===== config.mk =====
export PLATFORM = sky130hd
export DESIGN_NAME = pipelined_segmented_adder
export DESIGN_NICKNAME = d
export VERILOG_FILES = /design/src/rtl/final_add_pkg.sv /design/src/rtl/pipelined_segmented_adder_add_segment.sv /design/src/rtl/pipelined_segmented_adder.sv
export SDC_FILE = /design/constraint.sdc
export NUM_CORES = 1
export LEC_CHECK = 0
export BUFFER_PORTS_ARGS = -buffer_cell sky130_fd_sc_hd__buf_4
export CAP_MARGIN = 20
export CORE_MARGIN = 2
export CORE_UTILIZATION = 45
export CTS_BUF_LIST = sky130_fd_sc_hd__clkbuf_4
export CTS_CLUSTER_DIAMETER = 120
export CTS_CLUSTER_SIZE = 10
export DETAILED_ROUTE_END_ITERATION = 8
export GPL_ROUTABILITY_DRIVEN = 0
export GPL_TIMING_DRIVEN = 0
export HOLD_SLACK_MARGIN = 0.05
export REMOVE_ABC_BUFFERS = 1
export SYNTH_ARGS = -nofsm -noshare
export SYNTH_HDL_FRONTEND = slang
export SYNTH_SLANG_ARGS = --single-unit
export TNS_END_PERCENT = 1

===== constraint.sdc =====
create_clock -name clk -period 14.4 [get_ports clk]
set_input_delay 1.44 -clock clk [delete_from_list [all_inputs] [get_ports clk]]
set_output_delay 1.44 -clock clk [all_outputs]
set_load 0.02 [all_outputs]

===== src/rtl/final_add_pkg.sv =====
// Shared types for the segmented final adder: mode enum and segment sizing.
// seg_width() returns ceil(width/nseg), the width of each carry segment.
package final_add_pkg;

    typedef enum logic [1:0] {
        COMB  = 2'd0,
        PIPE  = 2'd1,
        DRAIN = 2'd2
    } mode_e;

    function automatic int seg_width(input int width, input int nseg);
        return (width + nseg - 1) / nseg;
    endfunction

endpackage


===== src/rtl/pipelined_segmented_adder_add_segment.sv =====
// add_segment: one carry segment, {cout_o, sum_o} = a_i + b_i + cin_i.
// Ports: a_i/b_i SEGW-bit operands, cin_i carry in, sum_o/cout_o result.
module add_segment #(
    parameter int SEGW = 4
) (
    input  logic [SEGW-1:0] a_i,
    input  logic [SEGW-1:0] b_i,
    input  logic            cin_i,
    output logic [SEGW-1:0] sum_o,
    output logic            cout_o
);

    assign {cout_o, sum_o} = {1'b0, a_i}
                           + {1'b0, b_i}
                           + {{SEGW{1'b0}}, cin_i};

endmodule


===== src/rtl/pipelined_segmented_adder.sv =====
// Segmented final adder: out = in1 + in2, either combinational or one
// segment per pipeline stage with valid/ready flow control.
// Ports: clk, rst_n (async, active low), piped (mode request),
//   in_valid/in_ready/in1/in2 (operands), out_valid/out_ready/out
//   ({carry, sum}), busy (pipeline holds data).
// Option FINAL_ADD_SUB_EN adds port sub: out = in1 - in2 when sub=1.
module pipelined_segmented_adder
    import final_add_pkg::*;
#(
    parameter int WIDTH = 16,
    parameter int NSEG  = 4
) (
    input  logic             clk,
    input  logic             rst_n,
    input  logic             piped,
    input  logic             in_valid,
    output logic             in_ready,
    input  logic [WIDTH-1:0] in1,
    input  logic [WIDTH-1:0] in2,
`ifdef FINAL_ADD_SUB_EN
    input  logic             sub,
`endif
    output logic             out_valid,
    input  logic             out_ready,
    output logic [WIDTH:0]   out,
    output logic             busy
);

    localparam int SEGW = seg_width(WIDTH, NSEG);
    localparam int PW   = SEGW * NSEG;
    localparam int LAST = NSEG - 1;

    typedef logic [SEGW-1:0] seg_t;

    mode_e state_q, state_d;

    // Stage s holds an op that has finished segments 0..s.
    logic [NSEG-1:0] vld_q, vld_d;
    logic            cy_q  [NSEG];
    logic            cy_d  [NSEG];
    // Operand skew: a_q[s][k] is segment k of the op in stage s.
    seg_t            a_q   [NSEG][NSEG];
    seg_t            a_d   [NSEG][NSEG];
    seg_t            b_q   [NSEG][NSEG];
    seg_t            b_d   [NSEG][NSEG];
    // Sum de-skew: sum_q[s][k] is finished sum segment k (k <= s).
    seg_t            sum_q [NSEG][NSEG];
    seg_t            sum_d [NSEG][NSEG];

    seg_t            a_in    [NSEG];
    seg_t            b_in    [NSEG];
    seg_t            seg_sum [NSEG];
    logic            seg_co  [NSEG];
    seg_t            res_seg [NSEG];

    logic [WIDTH-1:0] b_eff;
    logic             cin0;
    logic             pipe_mode;
    logic             advance;
    logic             accept;
    logic             res_top;
    logic [WIDTH:0]   res;

`ifdef FINAL_ADD_SUB_EN
    // Subtract as in1 + ~in2 + 1; the +1 is the segment-0 carry-in.
    assign b_eff = sub ? ~in2 : in2;
    assign cin0  = sub;
`else
    assign b_eff = in2;
    assign cin0  = 1'b0;
`endif

    assign pipe_mode = (state_q != COMB);
    assign advance   = !vld_q[LAST] | out_ready;
    assign accept    = in_valid & in_ready;
    assign busy      = |vld_q;

    // Split operands into zero-padded segments. Padding on b stays
    // zero even when subtracting so carries land in the pad bit.
    always_comb begin
        for (int k = 0; k < NSEG; k++) begin
            a_in[k] = '0;
            b_in[k] = '0;
        end
        for (int i = 0; i < WIDTH; i++) begin
            a_in[i/SEGW][i%SEGW] = in1[i];
            b_in[i/SEGW][i%SEGW] = b_eff[i];
        end
    end

    // One adder per segment, shared by both modes. In bypass the
    // carries ripple combinationally; in pipe mode they come from
    // the previous stage's carry register.
    for (genvar k = 0; k < NSEG; k++) begin : g_seg
        seg_t a_s;
        seg_t b_s;
        seg_t s_s;
        logic ci;
        logic co;

        if (k == 0) begin : g_first
            assign a_s = a_in[0];
            assign b_s = b_in[0];
            assign ci  = cin0;
        end else begin : g_rest
            assign a_s = pipe_mode ? a_q[k-1][k] : a_in[k];
            assign b_s = pipe_mode ? b_q[k-1][k] : b_in[k];
            assign ci  = pipe_mode ? cy_q[k-1] : g_seg[k-1].co;
        end

        add_segment #(
            .SEGW (SEGW)
        ) u_add (
            .a_i    (a_s),
            .b_i    (b_s),
            .cin_i  (ci),
            .sum_o  (s_s),
            .cout_o (co)
        );

        assign seg_sum[k] = s_s;
        assign seg_co[k]  = co;
    end

    // Pipeline next state: everything shifts together on advance.
    always_comb begin
        vld_d = vld_q;
        cy_d  = cy_q;
        a_d   = a_q;
        b_d   = b_q;
        sum_d = sum_q;
        if (pipe_mode && advance) begin
            vld_d[0]    = accept;
            cy_d[0]     = seg_co[0];
            a_d[0]      = a_in;
            b_d[0]      = b_in;
            sum_d[0][0] = seg_sum[0];
            for (int s = 1; s < NSEG; s++) begin
                vld_d[s]    = vld_q[s-1];
                cy_d[s]     = seg_co[s];
                a_d[s]      = a_q[s-1];
                b_d[s]      = b_q[s-1];
                sum_d[s]    = sum_q[s-1];
                sum_d[s][s] = seg_sum[s];
            end
        end
    end

    always_ff @(posedge clk or negedge rst_n) begin
        if (!rst_n) begin
            state_q <= COMB;
            vld_q   <= '0;
            for (int s = 0; s < NSEG; s++) begin
                cy_q[s] <= 1'b0;
                for (int j = 0; j < NSEG; j++) begin
                    a_q[s][j]   <= '0;
                    b_q[s][j]   <= '0;
                    sum_q[s][j] <= '0;
                end
            end
        end else begin
            state_q <= state_d;
            vld_q   <= vld_d;
            cy_q    <= cy_d;
            a_q     <= a_d;
            b_q     <= b_d;
            sum_q   <= sum_d;
        end
    end

    // Mode FSM. Leaving PIPE with an accept in this very cycle must
    // go through DRAIN, otherwise that op would be stranded.
    always_comb begin
        state_d = state_q;
        unique case (state_q)
            COMB: begin
                if (piped) state_d = PIPE;
            end
            PIPE: begin
                if (!piped) state_d = (busy | accept) ? DRAIN : COMB;
            end
            DRAIN: begin
                if (piped)      state_d = PIPE;
                else if (!busy) state_d = COMB;
            end
            default: state_d = COMB;
        endcase
    end

    // Result selection: last stage registers or live adders.
    always_comb begin
        for (int k = 0; k < NSEG; k++) begin
            res_seg[k] = pipe_mode ? sum_q[LAST][k] : seg_sum[k];
        end
    end

    // Final carry: top segment cout when unpadded, else first pad bit.
    if (PW == WIDTH) begin : g_top_cout
        assign res_top = pipe_mode ? cy_q[LAST] : seg_co[LAST];
    end else begin : g_top_pad
        assign res_top = res_seg[WIDTH/SEGW][WIDTH%SEGW];
    end

    always_comb begin
        res = '0;
        for (int i = 0; i < WIDTH; i++) begin
            res[i] = res_seg[i/SEGW][i%SEGW];
        end
        res[WIDTH] = res_top;
    end

    // Handshake outputs. Bypass valid is gated by rst_n so nothing
    // is presented while reset is held.
    always_comb begin
        in_ready  = out_ready;
        out_valid = rst_n & in_valid;
        unique case (state_q)
            COMB: begin
                in_ready  = out_ready;
                out_valid = rst_n & in_valid;
            end
            PIPE: begin
                in_ready  = advance;
                out_valid = vld_q[LAST];
            end
            DRAIN: begin
                in_ready  = 1'b0;
                out_valid = vld_q[LAST];
            end
            default: begin
                in_ready  = 1'b0;
                out_valid = 1'b0;
            end
        endcase
        out = out_valid ? res : '0;
    end

endmodule


==> results.sh <==
export IMPL_synthCells=405
export IMPL_hp_start="sum_q[29]"
export IMPL_seqCellArea_sq_um=2452
export IMPL_ant_nets=0
export IMPL_skew_ns=0.01551
export IMPL_die_h_um=112.2
export IMPL_cap_viol_max_count=0
export IMPL_cts_max_path_buffers=2
export IMPL_vdd_drop_max_uv=119.4
export IMPL_final_common_cell="dfrtp_1"
export IMPL_clk_pin_slew_worst_paths_ns=0.13
export IMPL_synthToLayoutAreaGrowth_pct=13.07
export IMPL_vias=3243
export IMPL_crit_path_end_kind="primary output"
export IMPL_rr_endpoint="cy_q[0]"
export IMPL_synth_main_ff_cell="dfrtp_1"
export IMPL_grt_pass1_wl_mm=16.86
export IMPL_slew_viol_final=0
export IMPL_synthesis_area_sq_um=5266
export IMPL_nNetsFinal=515
export IMPL_numClockSinks=98
export IMPL_grt_max_degree=53
export IMPL_synth_top_cell_area_share_pct=46.57
export IMPL_synth_edf_count=0
export IMPL_maxUsedRoutingLayer="met4"
export IMPL_worstRegToRegCells=22
export IMPL_wl_per_cell_um=16.56
export IMPL_r2r_start="state_q[0]"
export IMPL_slew_limit_headroom_pct=56.32
export IMPL_yosysSeqAreaShare_pct=46.57
export IMPL_cts_setup_buffers=0
export IMPL_worstHoldPathCells=1
export IMPL_crit_type="input port to primary output"
export IMPL_power_leakage_nw=2.763
export IMPL_h_tree_depth=3
export IMPL_cts_repair_resized=0
export IMPL_yosys_area_top_type="dfrtp_1"
export IMPL_io_pins=57
export IMPL_final_cell_mix="dfrtp_1, mux2_2, buf_4"
export IMPL_grt_pass1_vias=3418
export IMPL_avgViaCountPerCell=5.387
export IMPL_fin_area_sq_um=5954
export IMPL_core_area_sq_um=11420
export IMPL_cts_tree="done"
export IMPL_setup_tns_ns=0
export IMPL_place_detailed_hpwl_mm=6.578
export IMPL_drt_iter0_markers=119
export IMPL_cts_buffers_inserted=9
export IMPL_path_common_cell="fa_1"
export IMPL_start_util_pct=46.12
export IMPL_worst_slew_pin_slew_ns=0.6553
export IMPL_cts_root_buf="clkbuf_4"
export IMPL_holdBufCountCts=0
export IMPL_crit_arrival_ns=6.34
export IMPL_ys_seq_elements=98
export IMPL_max_stage_delay_ns=0.44
export IMPL_synthTopCellsByArea="dfrtp_1, mux2_2, mux2_4"
export IMPL_synth_cell_type_count=47
export IMPL_layout_drive_gt1_share_pct=39.74
export IMPL_wl_met2_mm=4.587
export IMPL_die_x_um=112.2
export IMPL_clkLatencyLatePin_ns=0.46
export IMPL_drt_met1_wl_mm=4.912
export IMPL_die_area_sq_um=12580
export IMPL_fillers=1018
export IMPL_slowest_stage="fa_1"
export IMPL_synth_async_reset_ratio_pct=100.0
export IMPL_met3_length_um=271
export IMPL_grt_setup_unrepaired="no"
export IMPL_cp_max_fo=3
export IMPL_core_rowCount=39
export IMPL_fmax_mhz=128.6
export IMPL_min_path_type="flip-flop to flip-flop"
export IMPL_worst_setup_path_start_kind="input port"
export IMPL_drt_first_pass_iters=4
export IMPL_drc_errors=0
export IMPL_min_period_over_period_pct=54.02
export IMPL_antenna_found_initial=1
export IMPL_hold_path_end="sum_q[13]"
export IMPL_r2r_slack_ns=9.13
export IMPL_min_period_ns=7.779
export IMPL_grt_usage_pct=16.62
export IMPL_avgSynthCellArea_sq_um=13.00
export IMPL_io_buffers=56
export IMPL_hold_viol_final=0
export IMPL_synth_warnings=0
export IMPL_placedInstanceArea_sq_um=5821
export IMPL_grt_overflow_total=0
export IMPL_required_ns=12.96
export IMPL_power_per_cell_area_nw_per_um2=255.6
export IMPL_multi_input_area_sq_um=2595
export IMPL_outcome="complete, no violations"
export IMPL_setup_viol=0
export IMPL_drt_wl_total_mm=9.967
==> registers in the layout, indices dropped and copies added, names as in the netlist <==
name,count
state_q,2
b_q,24
a_q,24
vld_q,4
sum_q,40
cy_q,4
==> how the worst max path moves through the flow <==
stage / start / end
after floorplan: state_q[0] / out[16]
after global placement: state_q[0] / out[16]
after detailed placement: in1[0] / out[16]
after CTS: in1[0] / out[16]
after global routing: in1[0] / out[16]
final: in1[0] / out[16]
==> report_power, final <==
part           switching [mW]  internal, mW
sequential             0.0699         0.418
clock                  0.0872        0.0576
combinational           0.414         0.475
==> metrics by stage <==
step                      total power, mW  hold WS, ns  std cells  utilization, %  worst slack, ns
after global placement              1.370       0.4805        582           49.90            5.397
final                               1.522       0.5182        602           52.15            6.621
after global routing                1.651       0.5388        602           52.15            6.304
after CTS                           1.542       0.5142        601           52.13            6.623
after detailed placement            1.391       0.4903        586           50.98            6.634
after floorplan                     1.173       0.4683        383               -            6.771
==> Yosys cell counts, types with 2 or more instances <==
library cell and n:
nand2b_1 3, o31ai_1 4, mux2_2 63, buf_2 11, inv_1 19, mux2i_1 17, or4_1 3, buf_6 9
nor2b_1 7, mux2_4 37, xnor2_1 4, a31oi_1 5, ha_1 17, dfrtp_1 98, fa_1 7, nand2_1 4
or2_2 2, nand3b_1 6, o21ai_0 23, o311a_1 3, a21oi_1 11, a211oi_1 4, o2111ai_1 4, a21o_1 3
nor2_1 15, o21bai_1 2, and3_1 4
==> area by class of cell <==
type,instances,area share (%)
clock inverters,3,0.6934
multi-input cells,266,43.58
clock buffers,12,1.513
diodes,1,0.04203
inverters,19,1.198
well taps,143,3.005
flip-flops and latches,98,41.19
repair buffers,60,8.783
==> logic make-up (layout without fill, tap and decap cells) <==
family                   count (synthesis)  in the layout  share of synthesized area (%)
AO/OA/AOI/OAI                           68             68                          8.363
multiplexers                           117            117                          27.25
adder cells (fa/ha/maj)                 24             24                          6.700
buffers and inverters                   41             94                          4.538
other                                    0              1                              0
flip-flops                              98             98                          46.57
XOR/XNOR                                 4              4                         0.6652
AND/OR/NAND/NOR                         53             53                          5.916
==> critical path: cells and delay by family <==
kind            cells  cell delay [ns]
buf+inv             6             0.62
compound gates      9             1.38
simple gates        1             0.12
fa+ha+maj           8             2.51
mux                 2             0.24
==> routing by layer <==
layer,GRT usage [%],up-vias
met1,23.13,1626
li1,-,1561
met5,0,-
met2,26.02,42
met4,7.317,0
met3,2.484,14
(Power assumes the default switching activity.)
